### src/rtl/regfile_pkg.sv
// Shared constants and types for the multi-port register file slice.
package regfile_pkg;

    // Default geometry of the register file.
    localparam int unsigned DEF_DATA_W   = 32;
    localparam int unsigned DEF_ADDR_W   = 5;
    localparam bit          DEF_ZERO_REG = 1'b1;

    // Reset values for array words, read data and scoreboard bits.
    localparam logic RST_DATA_BIT = 1'b0;
    localparam logic RST_BUSY     = 1'b0;

    // Source selected by a read port for its next captured data word.
    typedef enum logic [1:0] {
        SRC_ARRAY = 2'd0,
        SRC_WR0   = 2'd1,
        SRC_WR1   = 2'd2,
        SRC_ZERO  = 2'd3
    } rd_src_e;

endpackage

### src/rtl/regfile_rd_port.sv
// One registered read port: address select, write-first bypass,
// register-zero masking and the output registers.
module regfile_rd_port
    import regfile_pkg::*;
#(
    parameter int unsigned DATA_W   = DEF_DATA_W,
    parameter int unsigned ADDR_W   = DEF_ADDR_W,
    parameter bit          ZERO_REG = DEF_ZERO_REG
) (
    input  logic                 clk,
    input  logic                 rst,
    input  logic [ADDR_W-1:0]    rd_addr,
    input  logic [DATA_W-1:0]    regs [2**ADDR_W],
    input  logic [2**ADDR_W-1:0] busy_nxt,
    input  logic                 wr_ok0,
    input  logic [ADDR_W-1:0]    wr_addr0,
    input  logic [DATA_W-1:0]    wr_data0,
    input  logic                 wr_ok1,
    input  logic [ADDR_W-1:0]    wr_addr1,
    input  logic [DATA_W-1:0]    wr_data1,
    output logic [DATA_W-1:0]    rd_data,
    output logic                 rd_busy
);

    rd_src_e             src;
    logic [DATA_W-1:0]   data_sel;
    logic                busy_sel;

    // Pick the data source; port 1 is checked first so it wins a bypass tie.
    always_comb begin
        src = SRC_ARRAY;
        if (ZERO_REG && rd_addr == '0) begin
            src = SRC_ZERO;
        end else if (wr_ok1 && wr_addr1 == rd_addr) begin
            src = SRC_WR1;
        end else if (wr_ok0 && wr_addr0 == rd_addr) begin
            src = SRC_WR0;
        end
    end

    // Form the next captured data and scoreboard bit from the selected source.
    always_comb begin
        data_sel = {DATA_W{RST_DATA_BIT}};
        busy_sel = busy_nxt[rd_addr];
        case (src)
            SRC_ARRAY: data_sel = regs[rd_addr];
            SRC_WR0:   data_sel = wr_data0;
            SRC_WR1:   data_sel = wr_data1;
            SRC_ZERO: begin
                data_sel = {DATA_W{RST_DATA_BIT}};
                busy_sel = RST_BUSY;
            end
            default:   data_sel = {DATA_W{RST_DATA_BIT}};
        endcase
    end

    // Output registers: one-cycle read latency, cleared by reset.
    always_ff @(posedge clk or posedge rst) begin
        if (rst) begin
            rd_data <= {DATA_W{RST_DATA_BIT}};
            rd_busy <= RST_BUSY;
        end else begin
            rd_data <= data_sel;
            rd_busy <= busy_sel;
        end
    end

endmodule

### src/rtl/regfile_mp.sv
// Two-read / two-write register file with a per-register busy scoreboard.
// Owns the array, the busy vector and write-port arbitration.
module regfile_mp
    import regfile_pkg::*;
#(
    parameter int unsigned DATA_W   = DEF_DATA_W,
    parameter int unsigned ADDR_W   = DEF_ADDR_W,
    parameter bit          ZERO_REG = DEF_ZERO_REG
) (
    input  logic              clk,
    input  logic              rst,
    input  logic [ADDR_W-1:0] rd_addr_a,
    input  logic [ADDR_W-1:0] rd_addr_b,
    output logic [DATA_W-1:0] rd_data_a,
    output logic [DATA_W-1:0] rd_data_b,
    output logic              rd_busy_a,
    output logic              rd_busy_b,
    input  logic              wr_en0,
    input  logic              wr_en1,
    input  logic [ADDR_W-1:0] wr_addr0,
    input  logic [ADDR_W-1:0] wr_addr1,
    input  logic [DATA_W-1:0] wr_data0,
    input  logic [DATA_W-1:0] wr_data1,
    input  logic              rsv_en,
    input  logic [ADDR_W-1:0] rsv_addr
);

    localparam int unsigned DEPTH = 2**ADDR_W;

    logic [DATA_W-1:0] regs [DEPTH];
    logic [DEPTH-1:0]  busy;
    logic [DEPTH-1:0]  busy_nxt;
    logic              wr_ok0;
    logic              wr_ok1;
    logic              rsv_ok;

    // Accept/drop decisions: register 0 is immune when hardwired, and
    // port 0 yields to port 1 on an address collision.
    always_comb begin
        wr_ok1 = wr_en1 && !(ZERO_REG && wr_addr1 == '0);
        wr_ok0 = wr_en0 && !(ZERO_REG && wr_addr0 == '0)
                        && !(wr_ok1 && wr_addr1 == wr_addr0);
        rsv_ok = rsv_en && !(ZERO_REG && rsv_addr == '0);
    end

    // Next scoreboard: writes clear, then a reserve sets so it wins a tie.
    always_comb begin
        busy_nxt = busy;
        if (wr_ok0) begin
            busy_nxt[wr_addr0] = RST_BUSY;
        end
        if (wr_ok1) begin
            busy_nxt[wr_addr1] = RST_BUSY;
        end
        if (rsv_ok) begin
            busy_nxt[rsv_addr] = 1'b1;
        end
    end

    // Scoreboard register; reset discards every pending reservation.
    always_ff @(posedge clk or posedge rst) begin
        if (rst) begin
            busy <= {DEPTH{RST_BUSY}};
        end else begin
            busy <= busy_nxt;
        end
    end

    // Register array update for the accepted writes.
    always_ff @(posedge clk or posedge rst) begin
        if (rst) begin
            for (int unsigned i = 0; i < DEPTH; i++) begin
                regs[i] <= {DATA_W{RST_DATA_BIT}};
            end
        end else begin
            if (wr_ok0) begin
                regs[wr_addr0] <= wr_data0;
            end
            if (wr_ok1) begin
                regs[wr_addr1] <= wr_data1;
            end
        end
    end

    regfile_rd_port #(
        .DATA_W   (DATA_W),
        .ADDR_W   (ADDR_W),
        .ZERO_REG (ZERO_REG)
    ) u_rd_a (
        .clk      (clk),
        .rst      (rst),
        .rd_addr  (rd_addr_a),
        .regs     (regs),
        .busy_nxt (busy_nxt),
        .wr_ok0   (wr_ok0),
        .wr_addr0 (wr_addr0),
        .wr_data0 (wr_data0),
        .wr_ok1   (wr_ok1),
        .wr_addr1 (wr_addr1),
        .wr_data1 (wr_data1),
        .rd_data  (rd_data_a),
        .rd_busy  (rd_busy_a)
    );

    regfile_rd_port #(
        .DATA_W   (DATA_W),
        .ADDR_W   (ADDR_W),
        .ZERO_REG (ZERO_REG)
    ) u_rd_b (
        .clk      (clk),
        .rst      (rst),
        .rd_addr  (rd_addr_b),
        .regs     (regs),
        .busy_nxt (busy_nxt),
        .wr_ok0   (wr_ok0),
        .wr_addr0 (wr_addr0),
        .wr_data0 (wr_data0),
        .wr_ok1   (wr_ok1),
        .wr_addr1 (wr_addr1),
        .wr_data1 (wr_data1),
        .rd_data  (rd_data_b),
        .rd_busy  (rd_busy_b)
    );

endmodule
### config.mk
export PLATFORM = sky130hd
export DESIGN_NAME = regfile_mp
export DESIGN_NICKNAME = d
export VERILOG_FILES = /design/src/rtl/regfile_pkg.sv /design/src/rtl/regfile_rd_port.sv /design/src/rtl/regfile_mp.sv
export SDC_FILE = /design/constraint.sdc
export NUM_CORES = 2
export LEC_CHECK = 0
export CAP_MARGIN = 20
export CORE_AREA = 2 2 353 389
export DETAILED_ROUTE_END_ITERATION = 8
export DIE_AREA = 0 0 355 391
export MAX_ROUTING_LAYER = met4
export PLACE_DENSITY = 0.67
export RECOVER_POWER = 25
export SLEW_MARGIN = 20
export SYNTH_ARGS = -nofsm -noshare
export SYNTH_HDL_FRONTEND = slang
export SYNTH_SLANG_ARGS = --single-unit
### constraint.sdc
create_clock -name clk -period 101.8 [get_ports clk]
set_input_delay 15.27 -clock clk [delete_from_list [all_inputs] [get_ports clk]]
set_output_delay 15.27 -clock clk [all_outputs]
set_load 0.01 [all_outputs]
==> out/qor.log <==
qor: run_status.result_of_the_run finished with violations
qor: run_status.violations_in_the_final_reports max-capacitance violations, max-slew violations
qor: critical_path.r2r.worst_path.cells 6
qor: logic_synthesis.synth-compound-area-share 10.45%
qor: cts.clock_tree_from_tritoncts done
qor: critical_path.worst_r2r_endpoint u_rd_b.rd_busy
qor: cts.cts-resized-gates 0
qor: critical_path.worst_setup_path_endpoint regs[749]
qor: logic_synthesis.ys_dominant_reg_cell sky130_fd_sc_hd__dfrtp_1
qor: logic_synthesis.synth-edff-count 0
qor: logic_synthesis.dominant_combinational_cell_family_by_area_after_synthesis multiplexers
qor: cts.cts.root.buffer_cell sky130_fd_sc_hd__clkbuf_16
qor: routing.ant_nets 0
qor: logic_synthesis.share_of_cell_area_taken_by_muxes_after_synthesis 36.83%
qor: cts.post_cts_hold_buffer_count 0
qor: floorplan.overall_die_area 138800 um^2
qor: finish.final_layout_size_suffix_gt1_share 18.63%
qor: routing.route.final.wire_length 246.0 mm
qor: critical_path.critPathKind input pin to asynchronous set/reset pin
qor: sta.timing.slew.headroom -477.3%
qor: worst_hold_path.start_point_of_the_worst_hold_path regs[1020]
qor: routing.detail_route.iter0.violations 7149
qor: sta.fmax 33.82 MHz
qor: routing.detail_route.vias_per_cell 6.860
qor: logic_synthesis.synth.yosys.seq_area_share 41.08%
qor: cts.cts_inserted_buffers 120
qor: critical_path.crit_path_start rst
qor: logic_synthesis.synth.top_cells.by_area sky130_fd_sc_hd__dfrtp_1, sky130_fd_sc_hd__mux4_2, sky130_fd_sc_hd__mux2i_1
qor: cts.clk_path_buf_depth 3
qor: critical_path.path_cells dlygate4sd3_1 -> clkinvlp_2 -> clkbuf_1 -> clkbuf_1
qor: logic_synthesis.synth.lib_cells_used.distinct 71
qor: critical_path.cp_data_required_time 100.48 ns
qor: cts.clk_pin_slew 0.06 ns
qor: sta.timing.final.hold_violations 0
qor: critical_path.cp_data_arrival_time 28.24 ns
qor: floorplan.floorplan.die.height 391 um
qor: critical_path.cpMostUsedCell sky130_fd_sc_hd__clkbuf_1
qor: critical_path.slowest_delay 6.13 ns
qor: floorplan.start_util 50.48%
qor: pwr.powerDensity 19.85 nW/um^2
qor: logic_synthesis.synth_simple_gate_area_share 6.728%
qor: critical_path.worst_setup_path_end_kind asynchronous set/reset pin
qor: placed_design.dp_hpwl 132.7 mm
qor: worst_hold_path.hp-class flop to flop
qor: pwr.power_leakage 32.90 nW
qor: grt.globalRouteOverflowTotal 0
qor: critical_path.worstReg2RegStart busy[26]
qor: placed_design.gp_routability_congestion 0.9638
qor: placed_design.place.port_buffers 159
qor: floorplan.design.portCount 160
qor: floorplan.floorplan.core_area 135400 um^2
qor: logic_synthesis.synthAdderAreaFrac 0%
qor: logic_synthesis.yosysTopAreaCellShare 41.08%
qor: sta.min_period 29.57 ns
qor: routing.via_count 52530
qor: grt.wire_length_of_the_first_global_routing_pass 359.6 mm
qor: critical_path.worst-path-max-fanout 162
qor: logic_synthesis.syn-mean-instance-area 11.18 um^2
qor: logic_synthesis.synth.largest_area_cell sky130_fd_sc_hd__dfrtp_1
qor: floorplan.chipWidth 355 um
qor: routing.wl_per_cell 32.13 um
qor: routing.detail_route.drc_violations 0
qor: grt.first_global_vias 51750
qor: sta.worst-slew-pin-transition 8.659 ns
qor: sta.report.final.slew_viol_count 644
qor: logic_synthesis.share_of_the_synthesized_netlist_area_taken_by_xor_and_xnor_gates 0.3076%
qor: sta.grt_setup_unrepaired false
qor: critical_path.cp_slowest_cell sky130_fd_sc_hd__clkbuf_1
qor: floorplan.placement_rows 142
qor: sta.period_share 29.04%
qor: logic_synthesis.yosys_register_bits 1122
qor: logic_synthesis.synth_fp_nets 6209
qor: cts.post-cts-setup-buffer-count 0
qor: logic_synthesis.synth_cells 6115
qor: cts.clock_sinks 1122
qor: run.drv_cap 8
qor: sta.tns 0 ns
qor: cts.cts_htree_levels 3
qor: grt.antenna_found_initial 10
qor: grt.global_route.usage.total 36.50%
qor: cts.worst_skew_pair.late_latency 0.76 ns
qor: sta.clock_skew 0.02740 ns
qor: routing.firstDrtPassIters 6
qor: logic_synthesis.mappedNetlistArea 68340 um^2
qor: logic_synthesis.postSynth.asyncResetShare 100.0%
qor: sta.finalSetupViolations 0
qor: critical_path.regToRegSetupSlack 99.76 ns
qor: pwr.max-vdd-ir-drop 0.01585 mV
qor: finish.syn2layout_area_growth 9.551%
qor: critical_path.setup.worst_path.start_class input pin
qor: grt.grt_max_degree 173
qor: finish.final_core_util 55.30%
qor: logic_synthesis.yosys_warnings 0
qor: finish.fin_nets 5845
## synthesized netlist by cell type (5+ instances only)
cell type                  number
sky130_fd_sc_hd__a21oi_1      389
sky130_fd_sc_hd__a22oi_1       65
sky130_fd_sc_hd__a31oi_1        7
sky130_fd_sc_hd__a32o_1         8
sky130_fd_sc_hd__a32oi_1        6
sky130_fd_sc_hd__and2_1        15
sky130_fd_sc_hd__and3_1         9
sky130_fd_sc_hd__buf_1        110
sky130_fd_sc_hd__buf_2         33
sky130_fd_sc_hd__clkbuf_1     661
sky130_fd_sc_hd__dfrtp_1     1122
sky130_fd_sc_hd__inv_1         14
sky130_fd_sc_hd__mux2i_1     1058
sky130_fd_sc_hd__mux4_2       646
sky130_fd_sc_hd__nand2_1      728
sky130_fd_sc_hd__nand2b_1       6
sky130_fd_sc_hd__nand3_1       18
sky130_fd_sc_hd__nor2_1       295
sky130_fd_sc_hd__nor2b_1        9
sky130_fd_sc_hd__nor3b_1        5
sky130_fd_sc_hd__nor4_1         6
sky130_fd_sc_hd__o211ai_1       5
sky130_fd_sc_hd__o21ai_0      754
sky130_fd_sc_hd__o21ai_1        6
sky130_fd_sc_hd__o311ai_2       9
sky130_fd_sc_hd__or2_2          5
sky130_fd_sc_hd__xnor2_1       20
## state kept, by name, indices dropped and copies added, names as in the netlist
name            cells
regs             1024
u_rd_b.rd_data     32
u_rd_b.rd_busy      1
busy               32
u_rd_a.rd_data     32
u_rd_a.rd_busy      1
## power breakdown
part	total [mW]	internal, mW	leakage (nW)	switching (mW)
clock network	0.455	0.260	1.96	0.194
registers	0.662	0.564	13.9	0.0978
logic	0.370	0.207	17.1	0.163
## metal layers
metal | wire length (um) | track usage [%] | up-vias
met4 | 16990 | 21.41 | 0
met1 | 90030 | 45.60 | 26370
met3 | 25590 | 7.501 | 984
met2 | 113400 | 55.30 | 3496
met5 | 0 | - | -
li1 | - | - | 21680
## area by class of cell
| type | instances | area, um^2 |
|---|---|---|
| antenna | 6 | 15.01 |
| clock buffer | 171 | 3416 |
| clock inverter | 52 | 581.8 |
| fill | 11320 | 60510 |
| inverter | 18 | 76.32 |
| multi-input combinational | 4169 | 37610 |
| sequential | 1122 | 28080 |
| tap | 1800 | 2252 |
| timing repair buffer | 320 | 2840 |
## worst min path at each step
| stage | depth (start not counted) | slack [ns] | to |
|---|---|---|---|
| final | 0 | 0.39 | regs[1020] |
| after detailed placement | 0 | 0.38 | regs[1007] |
| after CTS | 0 | 0.40 | regs[1007] |
| after global routing | 0 | 0.41 | regs[1015] |
| after global placement | 0 | 0.38 | regs[1011] |
| after floorplan | 1 | 0.44 | regs[1000] |
## layout by cell type (no fill, tap or decap), types with 36 or more instances in the layout
| cell | instances |
|---|---|
| sky130_fd_sc_hd__clkbuf_1 | 36 |
| sky130_fd_sc_hd__a22oi_1 | 65 |
| sky130_fd_sc_hd__nor2_1 | 276 |
| sky130_fd_sc_hd__buf_4 | 151 |
| sky130_fd_sc_hd__nand2_1 | 717 |
| sky130_fd_sc_hd__dfrtp_1 | 1122 |
| sky130_fd_sc_hd__clkdlybuf4s50_1 | 79 |
| sky130_fd_sc_hd__mux2i_1 | 1058 |
| sky130_fd_sc_hd__mux4_2 | 646 |
| sky130_fd_sc_hd__a21oi_1 | 389 |
| sky130_fd_sc_hd__dlygate4sd3_1 | 69 |
| sky130_fd_sc_hd__o21ai_0 | 755 |
| sky130_fd_sc_hd__clkbuf_16 | 121 |
## kinds of logic (layout without fill, tap and decap cells)
logic type      count (synthesis)  after routing
simple gates                 1136           1136
flops                        1122           1122
mux                          1707           1707
buf+inv                       824            561
other cells                     0              6
xor+xnor                       24             24
compound gates               1302           1302
## critical path, delay by kind of cell
kind	cells	cell delay, ns
buf+inv	4	12.39
## through the flow
step                      cells  total power, mW  area, um^2  hold slack, ns  setup WS (ns)
after floorplan            6115           0.9070       68340          0.4413          54.93
after global placement     7428            1.015       70960          0.3763          81.60
after detailed placement   7428            1.034       70950          0.3833          81.57
after CTS                  7651            1.484       74950          0.3968          82.36
after global routing       7655            1.547       74860          0.4071          69.68
final                      7658            1.486       74870          0.3948          72.23
No activity file was read; power rests on OpenSTA's default activity.
